`src/rtl/data_memory_read_interface_pkg.sv`:
```
// Shared load-path definitions: word type, load funct3 codes, instruction-type bits,
// the stage-5 request payload and the lane-merge helper.
package data_memory_read_interface_pkg;

    localparam int unsigned WORD_W = 32;
    localparam int unsigned LANES  = WORD_W / 8;

    typedef logic [WORD_W-1:0] word_t;
    typedef logic [2:0]        funct3_t;

    localparam funct3_t LOAD_LB  = 3'b000;
    localparam funct3_t LOAD_LH  = 3'b001;
    localparam funct3_t LOAD_LW  = 3'b010;
    localparam funct3_t LOAD_LBU = 3'b100;
    localparam funct3_t LOAD_LHU = 3'b101;

    typedef struct packed {
        logic do_branch;
        logic do_jump;
        logic do_store;
        logic do_load;
        logic do_alu;
    } instr_type_t;

    // Load captured into stage 5 together with its same-cycle store forwarding info
    typedef struct packed {
        logic             valid;
        logic [1:0]       off;
        funct3_t          ftype;
        logic [LANES-1:0] fwd_en;
        word_t            fwd_data;
    } load_req_t;

    function automatic word_t merge_lanes(input word_t raw, input word_t fwd,
                                          input logic [LANES-1:0] en);
        word_t res;
        res = raw;
        for (int i = 0; i < int'(LANES); i++) begin
            if (en[i]) res[i*8 +: 8] = fwd[i*8 +: 8];
        end
        return res;
    endfunction

endpackage

```
`src/rtl/data_memory_read_interface_load_extend.sv`:
```
// Combinational load extraction: picks byte/halfword/word from a merged word,
// sign- or zero-extends it, and flags misaligned or illegal load types.
module data_memory_read_interface_load_extend
    import data_memory_read_interface_pkg::*;
(
    input  logic [31:0] i_word,
    input  logic [1:0]  i_off,
    input  logic [2:0]  i_type,
    output logic [31:0] o_value,
    output logic        o_fault
);

    logic [7:0]  w_byte;
    logic [15:0] w_half;

    always_comb begin
        w_byte  = 8'(i_word >> {i_off, 3'b000});
        w_half  = i_off[1] ? i_word[31:16] : i_word[15:0];
        o_value = '0;
        o_fault = 1'b0;
        case (i_type)
            LOAD_LB:  o_value = {{24{w_byte[7]}}, w_byte};
            LOAD_LBU: o_value = {24'b0, w_byte};
            LOAD_LH: begin
                if (i_off[0]) o_fault = 1'b1;
                else          o_value = {{16{w_half[15]}}, w_half};
            end
            LOAD_LHU: begin
                if (i_off[0]) o_fault = 1'b1;
                else          o_value = {16'b0, w_half};
            end
            LOAD_LW: begin
                if (i_off != 2'b00) o_fault = 1'b1;
                else                o_value = i_word;
            end
            default:  o_fault = 1'b1;
        endcase
    end

endmodule

```
`src/rtl/data_memory_read_interface.sv`:
```
// Stage-5 load return path: captures the load beside the synchronous memory read,
// forwards same-cycle same-word store bytes, and holds the word across stalls.
module data_memory_read_interface
    import data_memory_read_interface_pkg::*;
#(
    parameter int unsigned ADDR_W = 32
) (
    input  logic              clock,
    input  logic              reset,
    input  logic              req_valid,
    input  logic              req_is_load,
    input  logic [ADDR_W-1:0] long_addr,
    input  logic [2:0]        load_type,
    input  logic              store_write,
    input  logic [ADDR_W-1:0] store_addr,
    input  logic [3:0]        store_write_to,
    input  logic [31:0]       store_value,
    input  logic [31:0]       mem_read_value,
    input  logic              stall,
    input  logic              flush,
    output logic              load_valid,
    output logic [31:0]       load_value,
    output logic              load_fault
);

    load_req_t r_req;
    word_t     r_hold_word;
    logic      r_held;

    load_req_t w_next_req;
    logic      w_same_word;
    word_t     w_raw;
    word_t     w_merged;
    word_t     w_ext_value;
    logic      w_ext_fault;
    logic      w_unused_store_off;

    // Byte offset of the store is irrelevant: forwarding works at word granularity
    assign w_unused_store_off = ^store_addr[1:0];
    assign w_same_word        = (store_addr[ADDR_W-1:2] == long_addr[ADDR_W-1:2]);

    always_comb begin
        w_next_req          = '0;
        w_next_req.valid    = req_valid & req_is_load & ~flush;
        w_next_req.off      = long_addr[1:0];
        w_next_req.ftype    = load_type;
        w_next_req.fwd_en   = (store_write && w_same_word) ? store_write_to : 4'b0000;
        w_next_req.fwd_data = store_value;
    end

    always_ff @(posedge clock) begin
        if (reset) begin
            r_req       <= '0;
            r_hold_word <= '0;
            r_held      <= 1'b0;
        end else if (stall) begin
            if (flush) begin
                r_req.valid <= 1'b0;
                r_held      <= 1'b0;
            end else if (!r_held) begin
                r_hold_word <= mem_read_value;
                r_held      <= 1'b1;
            end
        end else begin
            r_req  <= w_next_req;
            r_held <= 1'b0;
        end
    end

    // Memory is re-addressed during a stall, so later stalled cycles use the held copy
    assign w_raw    = r_held ? r_hold_word : mem_read_value;
    assign w_merged = merge_lanes(w_raw, r_req.fwd_data, r_req.fwd_en);

    data_memory_read_interface_load_extend u_load_extend (
        .i_word  (w_merged),
        .i_off   (r_req.off),
        .i_type  (r_req.ftype),
        .o_value (w_ext_value),
        .o_fault (w_ext_fault)
    );

    assign load_valid = r_req.valid;
    assign load_fault = r_req.valid & w_ext_fault;
    assign load_value = (r_req.valid && !w_ext_fault) ? w_ext_value : 32'h0;

endmodule
```
`config.mk`:
```
export PLATFORM = sky130hd
export DESIGN_NAME = data_memory_read_interface
export DESIGN_NICKNAME = d
export VERILOG_FILES = /design/src/rtl/data_memory_read_interface_pkg.sv /design/src/rtl/data_memory_read_interface_load_extend.sv /design/src/rtl/data_memory_read_interface.sv
export SDC_FILE = /design/constraint.sdc
export NUM_CORES = 1
export LEC_CHECK = 0
export CORE_ASPECT_RATIO = 0.75
export CORE_MARGIN = 1.5
export CORE_UTILIZATION = 44
export DETAILED_ROUTE_END_ITERATION = 16
export GPL_ROUTABILITY_DRIVEN = 0
export PLACE_DENSITY_LB_ADDON = 0.12
export SLEW_MARGIN = 10
export SYNTH_ARGS = -nofsm -noshare
export SYNTH_HDL_FRONTEND = slang
export SYNTH_SLANG_ARGS = --single-unit
```
`constraint.sdc`:
```
create_clock -name clock -period 3 [get_ports clock]
set_input_delay 0.75 -clock clock [delete_from_list [all_inputs] [get_ports clock]]
set_output_delay 0.75 -clock clock [all_outputs]
set_load 0.03 [all_outputs]
```
# [Word-level counts from Yosys, hierarchy flattened]
# Cells that the tools add are included.
[classes] n_eq_ne=6 shifts=1 muxes=18 bitwise=5 n_reduce_logical=9
[ops] op="$pmux W32 S5" count=1
[ops] op="$mux W32" count=4
[ops] op="$mux W16" count=2
[ops] op="$mux W8" count=4
[ops] op="$shr A32 B5 Y8" count=1
[ops] op="$eq A30 B30 Y1" count=1
[ops] op="$eq A3 B3 Y1 const B" count=2
[ops] op="$reduce_or A2 Y1" count=3
[ops] op="$mux W1" count=5
[ops] op="$mux W4" count=1
[ops] op="$and A1 B1 Y1" count=3
[ops] op="$eq A3 B1 Y1 const B" count=1
[ops] op="$eq A3 B2 Y1 const B" count=1
[ops] op="$logic_not A3 Y1" count=1
[ops] op="$pmux W1 S3" count=1
[ops] op="$logic_and A1 B1 Y1" count=2
[ops] op="$ne A2 B1 Y1 const B" count=1
[ops] op="$not A1 Y1" count=2
[ops] op="$reduce_and A2 Y1" count=1
[ops] op="$reduce_bool A2 Y1" count=1
[ops] op="$logic_not A1 Y1" count=1
[totals] reg_bits=75 inputBits=142 output_inout_bits=34 wordCells=46

# [Logic depth before layout (Yosys ltp)]
[depth] ltp_word=6 mapped_depth=8 mapped_depth_nobuf=5

# [Hierarchy]
# Synthesis repeated with hierarchy kept, for this count alone.
[hier_totals] cells_unflattened=595 area_unflattened_um2=4670.7
[by_module_without_submodules] module="data_memory_read_interface" instances=1 cells_each=471 area_each_um2=3838.7 seq_area_each_um2=1501.4
[by_module_without_submodules] module="data_memory_read_interface_load_extend" instances=1 cells_each=124 area_each_um2=832.0 seq_area_each_um2=0.0

# [Least setup slack after synthesis]
# No wires, ideal clock.
[synth_path] kind="input-to-output" start="in mem_read_value[7]" end="out load_value[7]" arrival_ns=2.235 required_time_ns=2.250 path_slack_ns=0.015 cell_stages=4 path_buffers=0 path_cell_list="nor2b_1 -> a211oi_1 -> or4b_1 -> a211oi_1"
[synth_via] elab_chain_cells=6 elab_cells_between_ends=9 cone_classes="shift (1); mux (8)"
[synth_rtl] item="from (decl)" line="data_memory_read_interface.sv:18" source="input logic [31:0] mem_read_value,"
[synth_rtl] item="$mux W32 (*)"
[synth_rtl] item="$mux W8 (*)" line="data_memory_read_interface_pkg.sv:39" source="if (en[i]) res[i*8 +: 8] = fwd[i*8 +: 8];"
[synth_rtl] item="parallel branches: the longest is 2 deep, another holds $shr A32 B5 Y8"
[synth_rtl] item="$pmux W32 S5 (*)" line="data_memory_read_interface_load_extend.sv:21" source="case (i_type)"
[synth_rtl] item="$mux W32 (*)" line="data_memory_read_interface.sv:84" source="assign load_value = (r_req.valid && !w_ext_fault) ? w_ext_value : 32'h0;"
[synth_rtl] item="to (decl)" line="data_memory_read_interface.sv:22" source="output logic [31:0] load_value,"
# Every way passes the cells marked *.

# [Final worst setup path]
[layout_path] start="in mem_read_value[31]" end="out load_value[13]"
[layout_via] elab_chain_cells=5
[layout_rtl] item="$mux W32"
[layout_rtl] item="$mux W8" line="data_memory_read_interface_pkg.sv:39"
[layout_rtl] item="$shr A32 B5 Y8" line="data_memory_read_interface_load_extend.sv:17" source="w_byte = 8'(i_word >> {i_off, 3'b000});"
[layout_rtl] item="$pmux W32 S5" line="data_memory_read_interface_load_extend.sv:21"
[layout_rtl] item="$mux W32" line="data_memory_read_interface.sv:84"
# Every way passes these cells.

==> impl_results.md <==
* Post-synthesis cell type count at 49
* Register area share after synthesis at 34.1%
* DRT iter0 DRCs at 410
* # rows at 31
* Critical Path Fanout Max at 4
* Initial antenna violation count at 0
* Synth async-reset ratio at 0%
* Sequential cell area at 1510 um2
* Clock Tree Root: clkbuf_16
* Share of layout cells above drive strength 1 at 23.2%
* Initial Utilization at 45.5%
* Endpoints failing setup at 1
* Wirelength, routed at 15,700 um
* Critical path type: in2out
* Wire length on met1 at 6420 um
* Worst hold slack at 0.457 ns
* RSZ-0062 raised after global routing: yes
* Post-Layout Inst Area at 7210 um2
* CP required at 2.25 ns
* CTS tree: built
* TritonCTS Sinks at 75
* Fin crit period at 3.00 ns
* First-pass GRT wire length at 23,100 um
* Run status: finished, violations left
* # diodes at 0
* GRT Util Overall at 27.7%
* Top-area cell type share of the netlist area at 34.1%
* Main synth FF type: dfxtp_1
* Peak supply drop at 0.280 mV
* Total global routing overflow at 0
* Via density at 5.48
* Largest net degree at the start of global routing at 72
* Worst min-delay path class: reg2reg
* Synthesized area at 4410 um2
* Slew @ Worst Pin at 0.768 ns
* Die Y-Extent at 89.7 um
* Uppermost layer routed: met4
* Clk_lat worst skew at 0.34 ns
* Inserted Clock Buffers at 9
* Crit path capture type: output pin
* Max-cap violations at 0
* Crit share post-route at 100%
* Violated checks: negative setup slack
* Syn Area/Cell at 8.03 um2
* Max_slew headroom at 48.8%
* Clk slew on worst S/H paths at 0.07 ns
* Clock Path Buffers at 2
* Hold Vio Cnt, Final at 0
* Cell Area, Placed at 6500 um2
* Synth area leader: dfxtp_1
* #FFs+latches synth at 75
* Average routed wire per standard cell at 17.6 um
* Max-slew violations at 0
* Post-route ant nets at 0
* Vias at 4,906
* H-tree depth at 3
* Final net count at 900
* Wire length on met3 at 1160 um
* Clk_skew at 0.00995 ns
* Core area at 9700 um2
* Die width at 119 um
* Critical Path AT at 2.25 ns
* Leak pwr at 2.87 nW
* Highest clock rate at 333 MHz
* Setup slack after layout at -0.000643 ns
* Area of the multi-input gates at 2970 um2
* Pwr per Cell Area at 389 nW/um2
* Io pins at 176
* Buffers on Ports at 173
* Post-layout util at 74.4%
* DR pass1 iterations at 6
* Area contributors post-synth: dfxtp_1 34%, mux2i_1 15%, nand2_1 8.6%, a21oi_1 6.1%, xor2_1 5.6%
* Die area at 10,600 um2
* Synthesized net count at 691
* P&R area growth vs syn at 63.6%
* Cell count after synthesis at 549
* DRC viols at 0
* WL met2 at 7740 um
* Post-DP HPWL at 11,000 um
* Vias in the first global route at 4,650
* Post-synth EDFFs at 0
* Synth warn at 0
* Fill count at 705
* Critical Path Source Type: input port
-- critical path, stage by stage --
cell and delay, ns:
buf_6 0.10, mux2_4 0.27, o211ai_1 0.19, buf_4 0.17, a21oi_4 0.07, buf_6 0.12
o21bai_4 0.17, buf_6 0.15, a31oi_1 0.08, buf_4 0.18
-- cell usage in the layout, fill, tap and decap left out, drive strengths merged, types with 2 or more instances in the layout --
| master | instances |
|---|---|
| o22a | 4 |
| nor4 | 8 |
| clkinvlp | 3 |
| nand3 | 2 |
| clkdlybuf4s50 | 120 |
| clkbuf | 15 |
| a22o | 3 |
| a21o | 2 |
| a21oi | 55 |
| nand2b | 17 |
| a222oi | 5 |
| nor3 | 6 |
| a211oi | 2 |
| nand2 | 101 |
| o2bb2ai | 5 |
| o211ai | 2 |
| or2 | 7 |
| o22ai | 2 |
| o21ai | 25 |
| nor2 | 50 |
| xor2 | 28 |
| a22oi | 2 |
| buf | 101 |
| clkinv | 2 |
| dlygate4sd2 | 11 |
| inv | 4 |
| nor2b | 7 |
| mux2i | 67 |
| dlymetal6s2s | 2 |
| mux2 | 10 |
| a31oi | 5 |
| nand4 | 2 |
| dfxtp | 75 |
| xnor2 | 2 |
-- synth_stat cells, types with 2 or more instances --
| master | n |
|---|---|
| mux2i_1 | 67 |
| a222oi_1 | 5 |
| nand3_1 | 2 |
| o22ai_1 | 2 |
| o21ai_0 | 24 |
| a211oi_1 | 2 |
| mux2_4 | 2 |
| buf_6 | 3 |
| o22a_1 | 4 |
| nand4_1 | 2 |
| nand2_1 | 101 |
| a21o_1 | 2 |
| dfxtp_1 | 75 |
| nor3_1 | 5 |
| xor2_1 | 28 |
| a22o_1 | 3 |
| mux2_2 | 8 |
| a22oi_1 | 2 |
| clkbuf_1 | 23 |
| buf_2 | 12 |
| nor2b_1 | 7 |
| o211ai_1 | 2 |
| buf_4 | 3 |
| or2_2 | 6 |
| inv_1 | 3 |
| nor2_1 | 49 |
| a21oi_1 | 54 |
| o2bb2ai_1 | 5 |
| nand2b_1 | 17 |
| nor4_1 | 7 |
| a31oi_1 | 5 |
| xnor2_1 | 2 |
-- registers in the layout, summed over array words and instances, names as in the netlist --
register     cells
r_hold_word     32
load_valid       1
r_held           1
r_req           41
-- layer usage --
layer	up-vias	GRT usage [%]
li1	2318	-
met1	2309	33.7
met2	241	49.3
met3	38	6.94
met4	0	8.87
met5	-	0
-- path summary, 6_finish.rpt --
path	from	slack (ns)	cells after the start	end
setup / recovery	mem_read_value[31]	-0.0006	10	load_value[13]
hold / removal	r_hold_word[20]	0.46	2	r_hold_word[20]
setup reg to reg	r_held	1.22	6	r_hold_word[25]
hold reg to reg	r_hold_word[20]	0.46	2	r_hold_word[20]
-- per-stage QoR --
stage / std cells / setup TNS, ns / setup WS [ns] / power (mW)
after floorplan: 549 / 0 / 0.0151 / 1.38
after global placement: 865 / -14.98 / -0.713 / 1.70
after detailed placement: 865 / -15.71 / -0.783 / 1.72
after CTS: 882 / 0 / 0.00532 / 2.78
after global routing: 895 / -0.990 / -0.0599 / 2.91
final: 895 / -0.000643 / -0.000643 / 2.81
-- cells by family after synthesis --
kind of cell    count (synthesis)  synth area share, %
simple gates                  206                 21.1
compound gates                117                 16.1
xor+xnor                       30                 5.96
flops                          75                 34.1
buf+inv                        44                 4.85
mux                            77                 17.9
-- report_power, final --
| part | total, mW | switching, mW | internal [mW] |
|---|---|---|---|
| Combinational | 0.696 | 0.309 | 0.386 |
| Clock | 1.03 | 0.439 | 0.588 |
| Sequential | 1.08 | 0.0379 | 1.05 |
| Total | 2.81 | 0.786 | 2.02 |
-- layout make-up --
cell class | instances | area share [%]
Timing Repair Buffer | 239 | 31.5
Inverter | 3 | 0.156
Sequential cell | 75 | 20.9
Multi-Input combinational cell | 430 | 41.1
Tap cell | 132 | 2.29
Clock inverter | 6 | 0.676
Clock buffer | 10 | 3.31
-- repair_timing --
item / CTS / global route
hold buffers: 0 / 0
resized for setup: 168 / 34
pin swaps: 28 / 22
gates cloned: 1 / 1
setup buffers: 4 / 12
setup endpoints to repair: 33 / 31
(Power assumes the default switching activity.)
